## src/rtl/fifo_egress_arbiter_pkg.sv

```systemverilog
// -----------------------------------------------------------------------------
// fifo_egress_arbiter_pkg
//   Shared definitions for the FIFO egress arbiter slice: default geometry,
//   the tail-flag position inside the control field, the scheduler state
//   encoding and a small helper used to derive the busy indication.
//
//   Optional feature macro: FIFO_ARB_PKT_LOCK_EN (see fifo_egress_arbiter.sv).
// -----------------------------------------------------------------------------
package fifo_egress_arbiter_pkg;

  // Default geometry of one arbiter instance.
  localparam int NUM_PORTS_DEF          = 4;
  localparam int LOG2_NUM_PORTS_DEF     = 2;
  localparam int DATA_LINE_WIDTH_DEF    = 64;
  localparam int CONTROL_LINE_WIDTH_DEF = 6;

  // Bit within the control field that marks the last flit of a packet.
  localparam int TAIL_BIT = 0;

  // Scheduler states. Encodings are fixed so that state can be decoded
  // directly from a register dump.
  typedef enum logic [1:0] {
    ST_IDLE    = 2'd0,
    ST_ISSUE   = 2'd1,
    ST_CAPTURE = 2'd2,
    ST_PRESENT = 2'd3
  } arb_state_e;

  // Busy whenever a flit is in flight or a packet still owns the egress.
  function automatic logic arb_is_busy(input arb_state_e state, input logic pkt_open);
    return (state != ST_IDLE) || pkt_open;
  endfunction

endpackage

```

## src/rtl/fifo_egress_arbiter_if.sv

```systemverilog
// -----------------------------------------------------------------------------
// fifo_egress_arbiter_if
//   Bundles the FIFO-side and egress-side signals of the arbiter.
//   Signal names keep the arbiter's point of view (i_ = into arbiter).
//
//   i_fifo_empty       [NUM_PORTS]    per-port fifo empty flag
//   o_fifo_read_en     [NUM_PORTS]    per-port fifo read enable
//   i_fifo_read_packet [NUM_PORTS*W]  per-port fifo read data, port p at [p*W +: W]
//   o_packet           [W]            egress flit
//   o_packet_valid                    egress flit valid
//   i_packet_ready                    egress sink ready
//   o_grant_id         [LOG2]         port currently owning the egress
//   o_busy                            scheduler busy / packet open
//
//   Modports: master = arbiter side, slave = fifo bank + egress sink side.
// -----------------------------------------------------------------------------
interface fifo_egress_arbiter_if
  import fifo_egress_arbiter_pkg::*;
#(
  parameter int NUM_PORTS          = NUM_PORTS_DEF,
  parameter int LOG2_NUM_PORTS     = LOG2_NUM_PORTS_DEF,
  parameter int DATA_LINE_WIDTH    = DATA_LINE_WIDTH_DEF,
  parameter int CONTROL_LINE_WIDTH = CONTROL_LINE_WIDTH_DEF
);
  localparam int W = DATA_LINE_WIDTH + CONTROL_LINE_WIDTH;

  logic [NUM_PORTS-1:0]      i_fifo_empty;
  logic [NUM_PORTS-1:0]      o_fifo_read_en;
  logic [NUM_PORTS*W-1:0]    i_fifo_read_packet;
  logic [W-1:0]              o_packet;
  logic                      o_packet_valid;
  logic                      i_packet_ready;
  logic [LOG2_NUM_PORTS-1:0] o_grant_id;
  logic                      o_busy;

  modport master (
    input  i_fifo_empty, i_fifo_read_packet, i_packet_ready,
    output o_fifo_read_en, o_packet, o_packet_valid, o_grant_id, o_busy
  );

  modport slave (
    output i_fifo_empty, i_fifo_read_packet, i_packet_ready,
    input  o_fifo_read_en, o_packet, o_packet_valid, o_grant_id, o_busy
  );

endinterface

```

## src/rtl/fifo_egress_arbiter_rr_priority_pick.sv

```systemverilog
// -----------------------------------------------------------------------------
// rr_priority_pick
//   Combinational round-robin pick: returns the first set bit of req found
//   scanning upward from base+1, wrapping modulo NUM_PORTS. base itself is
//   examined last, so the most recent winner has lowest priority.
//
//   req   [NUM_PORTS]  request vector (one bit per port)
//   base  [LOG2]       index of the last winner
//   found              at least one request present
//   idx   [LOG2]       winning port (0 when found=0)
// -----------------------------------------------------------------------------
module rr_priority_pick #(
  parameter int NUM_PORTS      = 4,
  parameter int LOG2_NUM_PORTS = 2
) (
  input  logic [NUM_PORTS-1:0]      req,
  input  logic [LOG2_NUM_PORTS-1:0] base,
  output logic                      found,
  output logic [LOG2_NUM_PORTS-1:0] idx
);

  logic [LOG2_NUM_PORTS-1:0] w_port;

  always_comb begin
    // NOTE: every output of this block is given a default before the scan so
    // no path leaves it unassigned and no latch is inferred.
    found  = 1'b0;
    idx    = '0;
    w_port = '0;
    for (int off = 1; off <= NUM_PORTS; off++) begin
      w_port = LOG2_NUM_PORTS'((int'(base) + off) % NUM_PORTS);
      if (!found && req[w_port]) begin
        found = 1'b1;
        idx   = w_port;
      end
    end
  end

endmodule

```

## src/rtl/fifo_egress_arbiter.sv

```systemverilog
// -----------------------------------------------------------------------------
// fifo_egress_arbiter
//   Round-robin scheduler draining NUM_PORTS packet FIFOs onto one egress
//   link with a valid/ready handshake. Each flit takes four cycles:
//     IDLE    choose a port and raise its read enable
//     ISSUE   read enable is sampled by the fifo at the end of this cycle
//     CAPTURE fifo read data is now valid; register it onto o_packet
//     PRESENT hold the flit until the sink accepts it
//
//   Ports:
//     clk, rst_n                 clock, asynchronous active-low reset
//     bus (fifo_egress_arbiter_if.master)
//       i_fifo_empty / o_fifo_read_en / i_fifo_read_packet   fifo bank side
//       o_packet / o_packet_valid / i_packet_ready           egress side
//       o_grant_id / o_busy                                  status
//
//   Configuration macro FIFO_ARB_PKT_LOCK_EN:
//     defined   - a port keeps the egress from its first flit through the
//                 flit whose control[TAIL_BIT] is set (packet lock).
//     undefined - arbitration per flit; control field is passed through.
//
//   A flit already popped from a fifo when reset asserts is discarded; the
//   fifos themselves must be reset or flushed alongside this block.
// -----------------------------------------------------------------------------
module fifo_egress_arbiter
  import fifo_egress_arbiter_pkg::*;
#(
  parameter int NUM_PORTS          = NUM_PORTS_DEF,
  parameter int LOG2_NUM_PORTS     = LOG2_NUM_PORTS_DEF,
  parameter int DATA_LINE_WIDTH    = DATA_LINE_WIDTH_DEF,
  parameter int CONTROL_LINE_WIDTH = CONTROL_LINE_WIDTH_DEF
) (
  input logic                   clk,
  input logic                   rst_n,
  fifo_egress_arbiter_if.master bus
);

  localparam int W = DATA_LINE_WIDTH + CONTROL_LINE_WIDTH;

  arb_state_e                r_state;
  logic [NUM_PORTS-1:0]      r_read_en;
  logic [W-1:0]              r_packet;
  logic                      r_packet_valid;
  logic [LOG2_NUM_PORTS-1:0] r_grant;
  logic [LOG2_NUM_PORTS-1:0] r_rr_last;

  logic                      w_pick_found;
  logic [LOG2_NUM_PORTS-1:0] w_pick_idx;
  logic                      w_win_found;
  logic [LOG2_NUM_PORTS-1:0] w_win_idx;
  logic [W-1:0]              w_sel_flit;
  logic                      w_transfer;
  logic                      w_pkt_open;

  // Round-robin candidate among all non-empty ports.
  rr_priority_pick #(
    .NUM_PORTS      (NUM_PORTS),
    .LOG2_NUM_PORTS (LOG2_NUM_PORTS)
  ) u_pick (
    .req   (~bus.i_fifo_empty),
    .base  (r_rr_last),
    .found (w_pick_found),
    .idx   (w_pick_idx)
  );

  // While a packet is open only the owning port may be served; an empty
  // owner simply stalls the scheduler instead of releasing the grant.
  assign w_win_found = w_pkt_open ? ~bus.i_fifo_empty[r_grant] : w_pick_found;
  assign w_win_idx   = w_pkt_open ? r_grant                     : w_pick_idx;

  // Read data of the granted port.
  always_comb begin
    w_sel_flit = '0;
    for (int p = 0; p < NUM_PORTS; p++) begin
      if (r_grant == LOG2_NUM_PORTS'(p)) begin
        w_sel_flit = bus.i_fifo_read_packet[p*W +: W];
      end
    end
  end

  assign w_transfer = r_packet_valid & bus.i_packet_ready;

`ifdef FIFO_ARB_PKT_LOCK_EN
  logic r_pkt_open;
  logic w_tail;

  assign w_tail     = r_packet[DATA_LINE_WIDTH + TAIL_BIT];
  assign w_pkt_open = r_pkt_open;

  // Packet ownership opens on any non-tail flit and closes on the tail.
  always_ff @(posedge clk or negedge rst_n) begin
    if (!rst_n) begin
      r_pkt_open <= 1'b0;
    end else if (r_state == ST_PRESENT && w_transfer) begin
      r_pkt_open <= ~w_tail;
    end
  end
`else
  assign w_pkt_open = 1'b0;
`endif

  // Scheduler FSM with all registered outputs.
  always_ff @(posedge clk or negedge rst_n) begin
    if (!rst_n) begin
      r_state        <= ST_IDLE;
      r_read_en      <= '0;
      r_packet       <= '0;
      r_packet_valid <= 1'b0;
      r_grant        <= '0;
      r_rr_last      <= LOG2_NUM_PORTS'(NUM_PORTS - 1);
    end else begin
      // NOTE: state registers use non-blocking assignments so every branch
      // sees the pre-edge values, independent of statement order.
      case (r_state)
        ST_IDLE: begin
          if (w_win_found) begin
            r_grant   <= w_win_idx;
            r_read_en <= NUM_PORTS'(1) << w_win_idx;
            r_state   <= ST_ISSUE;
          end
        end
        ST_ISSUE: begin
          // Fifo pops at the edge ending this cycle; drop the enable so it
          // pops exactly once.
          r_read_en <= '0;
          r_state   <= ST_CAPTURE;
        end
        ST_CAPTURE: begin
          r_packet       <= w_sel_flit;
          r_packet_valid <= 1'b1;
          r_state        <= ST_PRESENT;
        end
        ST_PRESENT: begin
          if (w_transfer) begin
            r_packet_valid <= 1'b0;
            r_rr_last      <= r_grant;
            r_state        <= ST_IDLE;
          end
        end
        default: begin
          r_read_en      <= '0;
          r_packet_valid <= 1'b0;
          r_state        <= ST_IDLE;
        end
      endcase
    end
  end

  assign bus.o_fifo_read_en = r_read_en;
  assign bus.o_packet       = r_packet;
  assign bus.o_packet_valid = r_packet_valid;
  assign bus.o_grant_id     = r_grant;
  assign bus.o_busy         = arb_is_busy(r_state, w_pkt_open);

endmodule
```

## src/flat_wrapper.sv

```systemverilog
// flat-port wrapper written by rule: the top's interface ports become plain ports
module fifo_egress_arbiter_flat import fifo_egress_arbiter_pkg::*;
#(
  parameter int NUM_PORTS          = NUM_PORTS_DEF,
  parameter int LOG2_NUM_PORTS     = LOG2_NUM_PORTS_DEF,
  parameter int DATA_LINE_WIDTH    = DATA_LINE_WIDTH_DEF,
  parameter int CONTROL_LINE_WIDTH = CONTROL_LINE_WIDTH_DEF
)
  (clk, rst_n, bus_i_fifo_empty, bus_i_fifo_read_packet, bus_i_packet_ready, bus_o_fifo_read_en, bus_o_packet, bus_o_packet_valid, bus_o_grant_id, bus_o_busy);
  fifo_egress_arbiter_if #(.NUM_PORTS(NUM_PORTS), .LOG2_NUM_PORTS(LOG2_NUM_PORTS), .DATA_LINE_WIDTH(DATA_LINE_WIDTH), .CONTROL_LINE_WIDTH(CONTROL_LINE_WIDTH)) bus_i ();
  input logic clk;
  input logic rst_n;
  input wire logic [$bits(bus_i.i_fifo_empty)-1:0] bus_i_fifo_empty;
  input wire logic [$bits(bus_i.i_fifo_read_packet)-1:0] bus_i_fifo_read_packet;
  input wire logic [$bits(bus_i.i_packet_ready)-1:0] bus_i_packet_ready;
  output wire logic [$bits(bus_i.o_fifo_read_en)-1:0] bus_o_fifo_read_en;
  output wire logic [$bits(bus_i.o_packet)-1:0] bus_o_packet;
  output wire logic [$bits(bus_i.o_packet_valid)-1:0] bus_o_packet_valid;
  output wire logic [$bits(bus_i.o_grant_id)-1:0] bus_o_grant_id;
  output wire logic [$bits(bus_i.o_busy)-1:0] bus_o_busy;
  assign bus_i.i_fifo_empty = bus_i_fifo_empty;
  assign bus_i.i_fifo_read_packet = bus_i_fifo_read_packet;
  assign bus_i.i_packet_ready = bus_i_packet_ready;
  assign bus_o_fifo_read_en = bus_i.o_fifo_read_en;
  assign bus_o_packet = bus_i.o_packet;
  assign bus_o_packet_valid = bus_i.o_packet_valid;
  assign bus_o_grant_id = bus_i.o_grant_id;
  assign bus_o_busy = bus_i.o_busy;
  fifo_egress_arbiter #(.NUM_PORTS(NUM_PORTS), .LOG2_NUM_PORTS(LOG2_NUM_PORTS), .DATA_LINE_WIDTH(DATA_LINE_WIDTH), .CONTROL_LINE_WIDTH(CONTROL_LINE_WIDTH)) u_core (.clk(clk), .rst_n(rst_n), .bus(bus_i));
endmodule
```

## config.mk

```make
export PLATFORM = sky130hd
export DESIGN_NAME = fifo_egress_arbiter_flat
export DESIGN_NICKNAME = d
export VERILOG_FILES = /design/src/rtl/fifo_egress_arbiter_pkg.sv /design/src/rtl/fifo_egress_arbiter_if.sv /design/src/rtl/fifo_egress_arbiter_rr_priority_pick.sv /design/src/rtl/fifo_egress_arbiter.sv /design/src/flat_wrapper.sv
export SDC_FILE = /design/constraint.sdc
export NUM_CORES = 1
export LEC_CHECK = 0
export ABC_AREA = 1
export CAP_MARGIN = 20
export CORE_AREA = 2 2 143 145
export CTS_BUF_LIST = sky130_fd_sc_hd__clkbuf_4 sky130_fd_sc_hd__clkbuf_8
export CTS_CLUSTER_SIZE = 40
export DETAILED_ROUTE_END_ITERATION = 12
export DIE_AREA = 0 0 145 147
export GPL_ROUTABILITY_DRIVEN = 0
export HOLD_SLACK_MARGIN = 0.06
export PLACE_DENSITY = 0.7
export SLEW_MARGIN = 40
export SYNTH_ARGS = -nofsm -noshare
export SYNTH_HDL_FRONTEND = slang
export SYNTH_HIERARCHICAL = 1
export SYNTH_SLANG_ARGS = --single-unit
export TNS_END_PERCENT = 1
```

## constraint.sdc

```tcl
create_clock -name clk -period 3.6 [get_ports clk]
set_clock_uncertainty 0.05 [all_clocks]
set_input_delay 0.72 -clock clk [delete_from_list [all_inputs] [get_ports clk]]
set_output_delay 0.72 -clock clk [all_outputs]
set_load 0.1 [all_outputs]
```

==> Word-level counts from Yosys, hierarchy flattened <==
Index checks and enable logic that the tools add are counted.
{ "op_classes": {"add_sub_neg": 4, "magnitude_cmp": 4, "n_eq_ne": 8, "shift": 1, "mux": 27, "n_bitwise": 2, "n_reduce_logical": 16} }
{ "ops": {"columns": ["cell", "count"], "rows": [
  ["$mux W70", 4],
  ["$lt A2 B3 Y1 const B", 4],
  ["$mux W2", 6],
  ["$reduce_and A2 Y1", 5],
  ["$mux W1", 9],
  ["$bmux W1 S2", 4],
  ["$eq A2 B2 Y1 const B", 4],
  ["$pmux W2 S4", 1],
  ["$pmux W4 S2", 1],
  ["$reduce_bool A2 Y1", 3],
  ["$add A2 B1 Y2 const B", 2],
  ["$add A2 B2 Y2 const B", 2],
  ["$eq A2 B1 Y1 const B", 2],
  ["$logic_not A2 Y1", 2],
  ["$mux W4", 1],
  ["$not A4 Y4", 1],
  ["$shl A1 B2 Y4 const A", 1],
  ["$logic_and A1 B1 Y1", 3],
  ["$logic_not A1 Y1", 3],
  ["$ne A2 B1 Y1 const B", 1],
  ["$ne A2 B2 Y1 const B", 1],
  ["$pmux W1 S2", 1],
  ["$and A1 B1 Y1", 1]
]} }
{ "totals": {"register_bits": 81, "inputBits": 287} }

==> Longest topological paths before layout <==
Gate-level depths: netlist (run 1).
{ "logic_depth": {"depth_word": 16, "depth_mapped": 13} }

==> Modules after synthesis <==
Netlist (run 1), hierarchy kept.
{ "by_module_without_submodules": {"columns": ["module", "instances", "cells_per_inst", "area_each_um2"], "rows": [
  ["fifo_egress_arbiter", 1, 828, 5291.3],
  ["rr_priority_pick", 1, 49, 290.3]
]} }

==> Worst setup path after synthesis (run 1) <==
Ideal clock, no wire load.
{ "synth_path": {"path_kind": "register -> output", "start": "reg u_core.r_state[0]", "end": "out bus_o_busy", "arrival_ps": 1259, "t_required_ps": 2830, "setup_slack_ps": 1571, "path_stages_with_launch": 4, "path_cell_list": "dfrtp_1 inv_1 ha_1 inv_1"} }
{ "synth_via": {"elab_chain_cells": 1} }
{ "synth_rtl": {"columns": ["element", "line_no", "source"], "rows": [
  ["start, declared", "fifo_egress_arbiter.sv:40", "arb_state_e r_state;"],
  ["start signal, assigned", "fifo_egress_arbiter.sv:105", "r_state <= ST_IDLE;"],
  ["start signal, assigned", "fifo_egress_arbiter.sv:119", "r_state <= ST_ISSUE;"],
  ["start signal, assigned", "fifo_egress_arbiter.sv:126", "r_state <= ST_CAPTURE;"],
  ["$reduce_bool A2 Y1", "fifo_egress_arbiter_pkg.sv:31", "return (state != ST_IDLE) || pkt_open;"],
  ["end, declared", "flat_wrapper.sv:20", "output wire logic [$bits(bus_i.o_busy)-1:0] bus_o_busy;"]
]} }
Every way passes these cells.

==> Worst setup path after layout (run 1) <==
{ "layout_path": {"start": "reg u_core.r_grant[1] (netlist: u_core/bus.o_grant_id[1])", "end": "out bus_o_grant_id[1]"} }
{ "layout_rtl": {"columns": ["element", "line_no", "source"], "rows": [
  ["start, declared", "fifo_egress_arbiter.sv:44", "logic [LOG2_NUM_PORTS-1:0] r_grant;"],
  ["start signal, assigned", "fifo_egress_arbiter.sv:117", "r_grant <= w_win_idx;"],
  ["end, declared", "flat_wrapper.sv:19", "output wire logic [$bits(bus_i.o_grant_id)-1:0] bus_o_grant_id;"]
]} }
No word-level cell between the ends.

==> out/qor.txt, run 1 <==
status = finished, final reports clean
CP Data Required Time = 2.83 ns
total die area = 0.0213 mm²
via count of the first global-routing pass = 6664
Die W = 145 µm
Worst Reg-to-Reg Cells = 6
clock latency on the worst-skew pair = 0.36 ns
row count = 52
post-route standard cell area excluding fillers = 0.00917 mm²
PortBufs = 364
#FFs+latches synth = 81
setup slack on the worst flop-to-flop path = 1.45 ns
Static Leak = 4.39 nW
timing endpoint of the critical path = bus_o_grant_id[1]
worst-margin pin slew = 0.757 ns
wire length of the first global-routing pass = 35.5 mm
area share of the largest cell type after synthesis = 0.354
standard cell core area = 0.0198 mm²
number of distinct library cell variants in the gate-level netlist after synthesis = 23
hold bufs inserted after CTS = 0
total standard cell area after synthesis = 0.00558 mm²
arrival time of the worst setup path = 1.79 ns
Final setup violation count = 0
maximum buffer depth of the clock tree = 2
cells taking the most area after synthesis = sky130_fd_sc_hd__dfrtp_1, sky130_fd_sc_hd__nand2_1, sky130_fd_sc_hd__nand3_1
initial detailed-routing violation count = 337
layout cell share with drive strength beyond 1 = 0.109
Ports = 365
final period utilization = 0.712
Initial DRT Pass Iterations = 4
sequential fraction of the synthesis area = 0.364
maximum number of pins on one net before global-route repair = 75
critical path startpoint category = register
count leader, synth = sky130_fd_sc_hd__nand2_1
number of antenna violations at the first check in global routing = 0
area added between synthesis and finish = 64.4%
global-route usage over all layers = 0.209
worst r2r dst = u_core/bus.o_packet[29]
largest driver fanout on the critical path = 40
post-synthesis cell type with the largest combined area = sky130_fd_sc_hd__dfrtp_1
Tightest Hold Check Type = primary input to async pin
drt drc = 0
achievable clock frequency = 390 MHz
number of buffers inserted during clock tree synthesis = 9
launch point of the critical path = u_core/bus.o_grant_id[1]
most instantiated flip-flop cell in the synthesis netlist = sky130_fd_sc_hd__dfrtp_1
share of synthesized flip-flops with an asynchronous set or reset = 1.00
startpoint of the worst-slack reg-to-reg timing path = u_core/bus.o_grant_id[1]
clk root buf = sky130_fd_sc_hd__clkbuf_8
critical path capture point type = output pin
setup repair after global routing missed its margin = false
setup bufs post-CTS = 0
count of H-tree levels built during CTS = 3
post-layout min period = 2.56 ns
die extent in y = 147 µm
count of warnings emitted by yosys = 6
Net Count, Synth = 1169
Placed Area = 0.00893 mm²
Hold Vio Cnt, Final = 0
CTS tree = yes
starting utilization of the core area = 0.281
sum of negative setup slack = 0 ns
number of pins exceeding their max-slew limit in the final report = 0
total number of vias = 6947
total global routing overflow = 0
Vias per Instance = 4.71
Synth top cells by count = sky130_fd_sc_hd__nand2_1, sky130_fd_sc_hd__nand3_1, sky130_fd_sc_hd__nor2_1
post_cts resized = 0
Routed wire per std cell = 15.4 µm
crit path kind = register to output pin
VDD IR-drop max = 0.440 mV
post-route antenna net violation count = 0
Post-Route WL = 22.7 mm
Max Cap Violations = 0
Max-Slew Margin vs Limit = 0.495
count of nets after finishing = 1493
Clock transition at path regs = 0.09 ns
HPWL after detailed placement = 16.4 mm
Post-Syn Instances = 877
areal power density over the cells = 1030 mW/mm²
number of sinks driven by the clock tree = 81
Post-synth EDFFs = 0
synthesized area per cell = 6.36 µm²
Diodes inserted = 0
-- worst min-delay path by stage --
stage	from	to	slack (ns)	cells past startpoint
detailed placement	u_core/bus.o_packet[47]	u_core/bus.o_packet[47]	0.41	2
floorplan	rst_n	u_core/bus.o_fifo_read_en[0]	0.37	0
CTS	rst_n	u_core/bus.o_packet[9]	0.31	1
finish	rst_n	u_core/bus.o_packet[28]	0.28	1
global placement	u_core/bus.o_packet[14]	u_core/bus.o_packet[14]	0.41	2
global route	rst_n	u_core/bus.o_packet[28]	0.31	1
-- flip-flops by register name, indices dropped and copies added, names as in the netlist --
| register | cells |
|---|---|
| u_core/bus.o_packet | 70 |
| u_core/bus.o_fifo_read_en | 4 |
| u_core/bus.o_grant_id | 2 |
| u_core/bus.o_packet_valid | 1 |
| u_core/r_rr_last | 2 |
| u_core/r_state | 2 |
-- logic make-up (layout without fill, tap and decap cells) --
logic type                 Yosys count  count (layout)  share of synthesized area
adders and majority gates            5               5                     0.0112
AOI/OAI and AO/OA                   82              82                     0.0740
buffers and inverters               76             405                     0.0744
DFF                                 81              81                      0.364
and+or+nand+nor                    633             633                      0.477
-- metal layers --
| layer | GRT usage | vias up | share of wire |
|---|---|---|---|
| met5 | 0 | - | 0 |
| met4 | 0.0955 | 0 | 0.036 |
| met3 | 0.0469 | 43 | 0.066 |
| met2 | 0.349 | 287 | 0.47 |
| met1 | 0.260 | 3154 | 0.43 |
| li1 | - | 3463 | - |
-- layout make-up --
class	count	area (µm²)
Clock buffer	11	151
Fill cell	2023	10700
Inverter	15	65.1
Tap cell	270	338
Multi-Input combinational cell	720	3150
Clock inverter	5	77.6
Sequential cell	81	2040
Timing Repair Buffer	374	3360
-- metrics by stage --
step           hold slack, ns   util  worst slack, ns  std cells  power [mW]
3_3_place_gp            0.411  0.468             1.16       1460        8.99
5_1_grt                 0.312  0.462            0.913       1476        10.1
6_report                0.279  0.462             1.04       1476        9.46
4_1_cts                 0.309  0.462             1.02       1476        9.51
2_1_floorplan           0.374      -             1.57        877        7.19
3_5_place_dp            0.409  0.450             1.11       1460        8.70
-- power by group --
part / internal, mW / switching [mW]
Sequential: 1.38 / 0.329
Clock: 0.426 / 0.354
Combinational: 1.54 / 5.43
-- cell usage in the layout, fill, tap and decap left out --
master                            count
sky130_fd_sc_hd__bufinv_16            2
sky130_fd_sc_hd__clkinv_2             3
sky130_fd_sc_hd__dfstp_2              2
sky130_fd_sc_hd__inv_6                1
sky130_fd_sc_hd__buf_4               16
sky130_fd_sc_hd__clkinvlp_4           1
sky130_fd_sc_hd__buf_6                1
sky130_fd_sc_hd__nand2_4              5
sky130_fd_sc_hd__clkdlybuf4s50_1    285
sky130_fd_sc_hd__o21ai_1             10
sky130_fd_sc_hd__buf_2               71
sky130_fd_sc_hd__a21oi_1              5
sky130_fd_sc_hd__inv_4                1
sky130_fd_sc_hd__dfrtp_1             77
sky130_fd_sc_hd__nand2_2              9
sky130_fd_sc_hd__nand2_1            314
sky130_fd_sc_hd__buf_12               1
sky130_fd_sc_hd__nand3b_1             1
sky130_fd_sc_hd__nand2_8              1
sky130_fd_sc_hd__nand4_1              4
sky130_fd_sc_hd__nand3_1            149
sky130_fd_sc_hd__or2_2                1
sky130_fd_sc_hd__clkbuf_8            11
sky130_fd_sc_hd__dfrtp_4              2
sky130_fd_sc_hd__o21ai_0             66
sky130_fd_sc_hd__o21a_1               1
sky130_fd_sc_hd__nor2_1             147
sky130_fd_sc_hd__inv_1               10
sky130_fd_sc_hd__ha_1                 5
sky130_fd_sc_hd__inv_2                2
sky130_fd_sc_hd__nor2_4               2
-- critical path, cell delays in order (launching register included) --
cell	delay (ns)
sky130_fd_sc_hd__dfrtp_4	0.57
sky130_fd_sc_hd__buf_4	0.47
sky130_fd_sc_hd__buf_4	0.38
No activity file was read; power rests on OpenSTA's default activity.
==> run 2, diff against run 1 <==
--- a/config.mk
+++ b/config.mk
@@ -7,14 +7,14 @@
 export LEC_CHECK = 0
 export ABC_AREA = 1
 export CAP_MARGIN = 20
-export CORE_AREA = 2 2 143 145
+export CORE_AREA = 2 2 140 142
 export CTS_BUF_LIST = sky130_fd_sc_hd__clkbuf_4 sky130_fd_sc_hd__clkbuf_8
 export CTS_CLUSTER_SIZE = 40
 export DETAILED_ROUTE_END_ITERATION = 12
-export DIE_AREA = 0 0 145 147
+export DIE_AREA = 0 0 142 144
 export GPL_ROUTABILITY_DRIVEN = 0
 export HOLD_SLACK_MARGIN = 0.06
-export PLACE_DENSITY = 0.7
+export PLACE_DENSITY = 0.73
 export SLEW_MARGIN = 40
 export SYNTH_ARGS = -nofsm -noshare
 export SYNTH_HDL_FRONTEND = slang
==> constraint.sdc (replaced) <==
create_clock -name clk -period 2.4 [get_ports clk]
set_clock_uncertainty 0.05 [all_clocks]
set_input_delay 0.48 -clock clk [delete_from_list [all_inputs] [get_ports clk]]
set_output_delay 0.48 -clock clk [all_outputs]
set_load 0.1 [all_outputs]
==> run 2 against run 1 <==
  * Clock power is 49% higher
  * Global-route usage is 0.19 points higher
  * Flip-flop and latch count stayed put
  * First-iteration DRC count is 10% higher
  * Count of clock-buffer cells in the layout stayed put
  * Sequential power is 56% higher
==> out/qor.txt, run 2 (synthesis results as in run 1) <==
clock latency on the worst-skew pair = 0.36 ns
area added between synthesis and finish = 69.2%
wire length of the first global-routing pass = 33.8 mm
achievable clock frequency = 491 MHz
Diodes inserted = 0
final period utilization = 0.849
Hold Vio Cnt, Final = 0
Vias per Instance = 4.81
Die W = 142 µm
clk root buf = sky130_fd_sc_hd__clkbuf_8
count of nets after finishing = 1497
Power Internal = 5.53 mW
maximum number of pins on one net before global-route repair = 64
CTS tree = yes
die extent in y = 144 µm
PortBufs = 364
part of the power in the clock network = 0.079
fill count = 1937
Tightest Hold Check Type = register to register
Max-Slew Margin vs Limit = 0.590
maximum buffer depth of the clock tree = 2
Ports = 365
largest driver fanout on the critical path = 11
drt drc = 0
final core area utilization = 0.495
P_sw = 9.19 mW
count of H-tree levels built during CTS = 3
arrival time of the worst setup path = 2.22 ns
standard cell core area = 0.0191 mm²
areal power density over the cells = 1560 mW/mm²
post-layout min period = 2.04 ns
sum of negative setup slack = 0 ns
sequential group share of total power = 0.180
Final setup violation count = 0
setup bufs post-CTS = 0
Largest register FFs = 70
initial detailed-routing violation count = 372
final critical-path setup slack = 0.361 ns
total die area = 0.0204 mm²
logic gate share of total power = 0.742
setup repair after global routing missed its margin = false
status = finished, final reports clean
most common cell after layout, fill and taps aside = sky130_fd_sc_hd__nand2_1
Power Total = 14.7 mW
total number of vias = 6961
setup slack at placement = 0.111 ns
post-route antenna net violation count = 0
critical path capture point type = register
Clock transition at path regs = 0.09 ns
HPWL after detailed placement = 16.7 mm
crit path kind = register to register
commonest non-fill, non-tap cells in the layout = sky130_fd_sc_hd__nand2_1, sky130_fd_sc_hd__clkdlybuf4s50_1, sky130_fd_sc_hd__nand3_1
number of pins exceeding their max-slew limit in the final report = 0
critical path startpoint category = register
switching share of total power = 0.624
number of buffers inserted during clock tree synthesis = 9
worst-margin pin slew = 0.614 ns
layout cell share with drive strength beyond 1 = 0.112
number of sinks driven by the clock tree = 81
Placed Area = 0.00920 mm²
Routed wire per std cell = 15.4 µm
Max Cap Violations = 0
starting utilization of the core area = 0.293
via count of the first global-routing pass = 6714
global-route usage over all layers = 0.211
Post-Route WL = 22.3 mm
total global routing overflow = 0
post-route standard cell area excluding fillers = 0.00944 mm²
Static Leak = 4.50 nW
row count = 51
Initial DRT Pass Iterations = 6
number of antenna violations at the first check in global routing = 0
CP Data Required Time = 2.59 ns
VDD IR-drop max = 0.975 mV
-- run 2: stage by stage --
| stage | hold WS, ns | std cells |
|---|---|---|
| finish | 0.434 | 1448 |
| global route | 0.453 | 1448 |
| CTS | 0.439 | 1448 |
| detailed placement | 0.416 | 1431 |
| global placement | 0.413 | 1431 |
| floorplan | 0.134 | 877 |
-- run 2: worst max-delay path: stages, from the launching register on --
cell and delay (ns):
sky130_fd_sc_hd__dfstp_2 0.68, sky130_fd_sc_hd__inv_6 0.08, sky130_fd_sc_hd__nand2_2 0.07, sky130_fd_sc_hd__nand2_1 0.07, sky130_fd_sc_hd__nand2_1 0.10, sky130_fd_sc_hd__nand2_2 0.07, sky130_fd_sc_hd__nor2_4 0.13, sky130_fd_sc_hd__nand4_1 0.11
sky130_fd_sc_hd__nand2_1 0.17, sky130_fd_sc_hd__nand2_1 0.18, sky130_fd_sc_hd__nor2_1 0.13, sky130_fd_sc_hd__a21oi_1 0.06
-- run 2: power by group through the flow --
stage,registers (mW),logic [mW],clock network [mW]
2_1_floorplan,6.80,3.99,0
4_1_cts,2.66,11.0,1.21
3_3_place_gp,2.65,10.9,0
6_report,2.65,10.9,1.16
5_1_grt,2.75,11.7,1.27
3_5_place_dp,2.67,11.0,0
-- run 2: final timing paths --
kind,cells after the start,slack (ns),start,end
setup / recovery,11,0.36,u_core/r_rr_last[0],u_core/bus.o_fifo_read_en[2]
max in group asynchronous,3,1.06,rst_n,u_core/bus.o_packet[59]
min in group asynchronous,2,0.60,rst_n,u_core/bus.o_packet[20]
hold reg to reg,2,0.43,u_core/bus.o_packet[66],u_core/bus.o_packet[66]
setup reg to reg,11,0.36,u_core/r_rr_last[0],u_core/bus.o_fifo_read_en[2]
hold / removal,2,0.43,u_core/bus.o_packet[66],u_core/bus.o_packet[66]
-- run 2: per-layer routing --
layer / global-route usage / share of wire
met1: 0.245 / 0.40
met2: 0.375 / 0.49
met3: 0.0477 / 0.074
met4: 0.0921 / 0.035
met5: 0 / 0
-- run 2: timing repair --
item,4_1_cts,5_1_grt
resized for setup,0,0
hold buffers,1,0
endpoints found under the hold margin,10,0
-- run 2: layout make-up --
| type | instances | area (µm²) | share of cell area |
|---|---|---|---|
| Tap cell | 238 | 298 | 0.0315 |
| Multi-Input combinational cell | 720 | 3140 | 0.332 |
| Clock inverter | 5 | 77.6 | 0.00822 |
| Inverter | 15 | 63.8 | 0.00676 |
| Timing Repair Buffer | 378 | 3680 | 0.390 |
| Sequential cell | 81 | 2040 | 0.216 |
| Clock buffer | 11 | 151 | 0.0160 |
==> run 3, diff against run 2 <==
==> constraint.sdc (replaced) <==
create_clock -name clk -period 2.02 [get_ports clk]
set_clock_uncertainty 0.05 [all_clocks]
set_input_delay 0.404 -clock clk [delete_from_list [all_inputs] [get_ports clk]]
set_output_delay 0.404 -clock clk [all_outputs]
set_load 0.1 [all_outputs]
==> run 3 against run 2 <==
  * Maximum frequency up 6.5%
  * Total power is 20% higher
  * Die area did not move
  * Non-clock buffer count rose by 12
  * Sequential power increased by 16%
  * Largest power group unchanged
==> out/qor.txt, run 3 (synthesis results as in run 1) <==
final period utilization = 0.947
Power Total = 17.7 mW
Vias per Instance = 4.76
GR met1 Demand/Resource = 0.242
post-route antenna net violation count = 0
starting utilization of the core area = 0.293
CP Data Required Time = 2.25 ns
wire length of the first global-routing pass = 33.1 mm
Post-Route WL = 22.2 mm
clk root buf = sky130_fd_sc_hd__clkbuf_8
multi-input gate area in the final layout = 0.00314 mm²
setup slack on the worst flop-to-flop path = 0.11 ns
Die W = 142 µm
initial detailed-routing violation count = 365
number of sinks driven by the clock tree = 81
Diodes inserted = 0
PortBufs = 364
crit path kind = register to register
layout cell share with drive strength beyond 1 = 0.122
total global routing overflow = 0
Final setup violation count = 0
areal power density over the cells = 1850 mW/mm²
part of the power in the clock network = 0.075
Max Cap Violations = 0
switching share of total power = 0.620
maximum number of pins on one net before global-route repair = 82
sequential group share of total power = 0.173
setup repair after global routing missed its margin = true
count of H-tree levels built during CTS = 3
Power Internal = 6.72 mW
count of nets after finishing = 1509
Sequential Area = 0.00204 mm²
global-route usage over all layers = 0.207
VDD IR-drop max = 0.886 mV
standard cell core area = 0.0191 mm²
area added between synthesis and finish = 71.1%
achievable clock frequency = 523 MHz
row count = 51
HPWL after detailed placement = 16.5 mm
Routed wire per std cell = 15.2 µm
drt drc = 0
critical path startpoint category = register
via count of the first global-routing pass = 6477
Worst Reg-to-Reg Cells = 11
Initial DRT Pass Iterations = 5
total die area = 0.0204 mm²
status = finished, final reports clean
startpoint of the worst-slack reg-to-reg timing path = u_core/r_rr_last[0]
number of buffers inserted during clock tree synthesis = 9
largest driver fanout on the critical path = 7
worst-margin pin slew = 0.495 ns
Most Used Layer, Global Route = met2
Hold Vio Cnt, Final = 0
total number of vias = 6947
arrival time of the worst setup path = 2.15 ns
Ports = 365
Static Leak = 4.56 nW
number of cells on the worst hold path = 2
clock latency on the worst-skew pair = 0.37 ns
logic gate share of total power = 0.752
launch point of the worst hold path = u_core/bus.o_packet[40]
number of antenna violations at the first check in global routing = 0
fill count = 1928
most common cell after layout, fill and taps aside = sky130_fd_sc_hd__nand2_1
CTS tree = yes
Max-Slew Margin vs Limit = 0.670
endpoint of the worst hold path = u_core/bus.o_packet[40]
Tightest Hold Check Type = register to register
critical path capture point type = register
worst r2r dst = u_core/bus.o_fifo_read_en[2]
global routing met3 resource utilization = 0.0483
Largest register FFs = 70
Placed Area = 0.00930 mm²
die extent in y = 144 µm
number of pins exceeding their max-slew limit in the final report = 0
post-layout min period = 1.91 ns
GR Layer Usage met2 = 0.369
commonest non-fill, non-tap cells in the layout = sky130_fd_sc_hd__nand2_1, sky130_fd_sc_hd__clkdlybuf4s50_1, sky130_fd_sc_hd__nand3_1
maximum buffer depth of the clock tree = 2
Clock transition at path regs = 0.08 ns
P_sw = 11.0 mW
post-route standard cell area excluding fillers = 0.00955 mm²
-- run 3: what timing repair did --
item / CTS / global route
gates resized for setup: 0 / 5
hold buffers: 1 / 0
endpoints found under the setup margin: 1 / 7
setup buffers: 1 / 1
hold endpoints to repair: 79 / 0
-- run 3: area by class of cell --
class / count / share of cell area
Clock buffer: 10 / 0.0138
Clock inverter: 6 / 0.00865
Inverter: 15 / 0.00668
Multi-Input combinational cell: 720 / 0.329
Sequential cell: 81 / 0.213
Tap cell: 238 / 0.0312
Timing Repair Buffer: 390 / 0.397
-- run 3: routing by layer --
layer,vias to the layer above,share of wire
li1,3491,-
met1,3142,0.39
met2,279,0.50
met3,35,0.083
met4,0,0.027
met5,-,0
-- run 3: worst max path at each step --
stage | slack, ns | to | depth (start not counted) | from
2_1_floorplan | 0.1 | u_core/bus.o_packet[26] | 8 | u_core/bus.o_grant_id[1]
3_3_place_gp | -0.1 | u_core/r_state[0] | 11 | bus_i_fifo_empty[3]
3_5_place_dp | -0.11 | u_core/r_state[0] | 11 | bus_i_fifo_empty[1]
4_1_cts | 0.02 | bus_o_grant_id[0] | 2 | u_core/bus.o_grant_id[0]
5_1_grt | -0.003 | u_core/bus.o_fifo_read_en[2] | 11 | u_core/r_rr_last[0]
6_report | 0.11 | u_core/bus.o_fifo_read_en[2] | 11 | u_core/r_rr_last[0]
-- run 3: per-stage QoR --
step                      hold slack (ns)  std cells  setup slack, ns  utilization   TNS, ns
after floorplan                    0.0584        877           0.0980            -         0
after global placement              0.413       1441          -0.0967        0.488    -0.247
after detailed placement            0.416       1441           -0.114        0.488    -0.426
after CTS                           0.439       1459           0.0217        0.500         0
after global routing                0.456       1460         -0.00303        0.501  -0.00303
final                               0.431       1460            0.106        0.501         0
-- run 3: power groups by stage --
| stage | clock [mW] | combinational (mW) | sequential (mW) |
|---|---|---|---|
| after floorplan | 0 | 4.74 | 8.08 |
| after CTS | 1.38 | 13.3 | 3.09 |
| after global routing | 1.46 | 14.1 | 3.18 |
| after detailed placement | 0 | 13.2 | 3.13 |
| after global placement | 0 | 13.1 | 3.11 |
| final | 1.33 | 13.3 | 3.07 |
-- run 3: critical path, stage by stage, from the launching register on --
cell                      delay [ns]
sky130_fd_sc_hd__dfstp_2        0.63
sky130_fd_sc_hd__buf_2          0.19
sky130_fd_sc_hd__nand2_1        0.07
sky130_fd_sc_hd__nand2_2        0.09
sky130_fd_sc_hd__nand2_4        0.06
sky130_fd_sc_hd__buf_4          0.14
sky130_fd_sc_hd__o21a_1         0.10
sky130_fd_sc_hd__nand3_1        0.12
sky130_fd_sc_hd__inv_1          0.06
sky130_fd_sc_hd__nor2_1         0.12
sky130_fd_sc_hd__nand2_1        0.06
sky130_fd_sc_hd__a21oi_1        0.15
==> patch (settings of run 2) <==
The option `FIFO_ARB_PKT_LOCK_EN` is turned on by a define.
--- a/src/rtl/fifo_egress_arbiter.sv
+++ b/src/rtl/fifo_egress_arbiter.sv
@@ -22,6 +22,8 @@
 //   A flit already popped from a fifo when reset asserts is discarded; the
 //   fifos themselves must be reset or flushed alongside this block.
 // -----------------------------------------------------------------------------
+`define FIFO_ARB_PKT_LOCK_EN
+
 module fifo_egress_arbiter
   import fifo_egress_arbiter_pkg::*;
 #(
Formal check against the unedited RTL: no difference found for any inputs over 4 cycles, from zero or initial values and one cycle with rst_n low; that may be too few to reach the edited logic, so the function may still have changed.
==> patch against run 2 <==
Die area did not move. Via count fell by 8.0%. Power fell by 1.6%. Setup slack got worse by 0.039 ns. Wire length fell by 8.3%. Cell area fell by 3.4%. Worst hold slack improved by 0.011 ns. Count of clock-buffer cells in the layout rose by 4. Sequential power fell by 3%. Area after synthesis fell by 7.4%. Sequential cell count rose by 1. Critical path type unchanged.
==> patch: results <==
{
  "status": "complete, no violations",
  "final_net_count": 1384,
  "r2r_setup_slack_ns": 0.32,
  "ir_drop_mv": 0.912,
  "drive_gt1_share_pct": 12.4,
  "wire_per_inst_um": 15.3,
  "synth_common_cells": "nand2_1 (263), nand3_1 (106), dfrtp_1 (80), a21oi_1 (72), nor2_1 (55)",
  "reg2reg_to": "u_core/bus.o_fifo_read_en[0]",
  "leakage_nw": 4.04,
  "dp_slack_ns": 0.0729,
  "synth_nets": 1048,
  "grt_pass1_wl_um": 30300,
  "slew_headroom_pct": 67.0,
  "hold_path.class": "flip-flop to flip-flop",
  "yosysSeqAreaShare_pct": 39.8,
  "place_area_um2": 8880,
  "synth.distinct_cells": 26,
  "hold_end": "u_core/bus.o_packet[24]",
  "cts_buffers": 9,
  "grt_max_degree": 89,
  "synthTopCellsByArea": "dfrtp_1 (39%), nand2_1 (19%), nand3_1 (10%)",
  "cp.arrival_ns": 2.34,
  "grt_pass1_vias": 5937,
  "vias": 6402,
  "hpwl_um": 16100,
  "htreeDepth": 3,
  "gr-usage-all-layers_pct": 19.0,
  "initialDrtViolationCount": 319,
  "worstHoldStart": "u_core/bus.o_packet[24]",
  "dr.pass1.iters": 5
}
==> patch: cell types whose count changed in the layout (fill, tap and decap cells not counted), moves of 3 or more <==
cell | before | now
a21oi_1 | 5 | 72
a31oi_1 | 0 | 52
buf_4 | 82 | 86
inv_1 | 10 | 13
nand2_1 | 314 | 263
nand3_1 | 149 | 106
nor2_1 | 147 | 55
o21ai_0 | 66 | 4
o21ai_1 | 10 | 21
==> patch: worst max-delay path by stage <==
stage | startpoint | end | slack, ns | cells after the start
2_1_floorplan | u_core/bus.o_grant_id[0] | u_core/bus.o_fifo_read_en[0] | 0.34 | 10
6_report | u_core/r_rr_last[0] | u_core/bus.o_fifo_read_en[0] | 0.32 | 11
3_3_place_gp | bus_i_fifo_empty[3] | u_core/bus.o_fifo_read_en[1] | 0.13 | 15
3_5_place_dp | bus_i_fifo_empty[2] | u_core/bus.o_fifo_read_en[1] | 0.07 | 15
5_1_grt | u_core/r_rr_last[0] | u_core/bus.o_fifo_read_en[0] | 0.17 | 12
4_1_cts | u_core/r_state[0] | bus_o_busy | 0.29 | 4
==> patch: routing by layer <==
metal,GRT usage (%),share of wire (%),vias to the layer above
li1,-,-,3206
met1,22.7,40,2893
met2,33.7,50,272
met3,3.71,7.1,31
met4,7.32,2.3,0
met5,0,0,-
==> patch: metrics by stage <==
step                hold slack, ns  cells
floorplan                    0.134    757
global placement             0.425   1319
detailed placement           0.430   1319
CTS                          0.452   1336
global route                 0.470   1336
finish                       0.445   1336
==> patch: cell families (layout without fill, tap and decap cells) <==
| kind of cell | count (synthesis) | in the layout | synth area share (%) |
|---|---|---|---|
| flops | 82 | 82 | 39.8 |
| buf+inv | 72 | 413 | 6.39 |
| fa+ha+maj | 4 | 4 | 0.969 |
| compound gates | 150 | 150 | 15.8 |
| simple gates | 449 | 449 | 37.0 |
==> patch: what timing repair did <==
action | 4_1_cts | 5_1_grt
hold buffers | 1 | 0
buffers inserted | 0 | 0
endpoints found under the hold margin | 33 | 0
gates resized for setup | 0 | 0
==> patch: report_power, final <==
group / internal, mW / switching [mW]
registers: 2.10 / 0.458
logic: 2.76 / 8.05
clock network: 0.619 / 0.499
total: 5.48 / 9.01
==> patch: cell type report <==
cell class | instances | area (µm²)
Clock inverter | 1 | 30.0
Fill cell | 1893 | 9960
Multi-Input combinational cell | 603 | 2800
Sequential cell | 82 | 2060
Clock buffer | 15 | 194
Timing Repair Buffer | 380 | 3670
Tap cell | 238 | 298
Inverter | 17 | 68.8
==> patch: worst max-delay path: stages (launching register included) <==
cell and delay [ns]:
dfstp_2 0.68, nand2_1 0.15, nand2_4 0.11, nand2_4 0.06, nand2_4 0.08, o21a_1 0.12, nand3_1 0.08, o21ai_1 0.28
inv_1 0.09, nor3_1 0.16, nand3_1 0.09, nand2_1 0.07
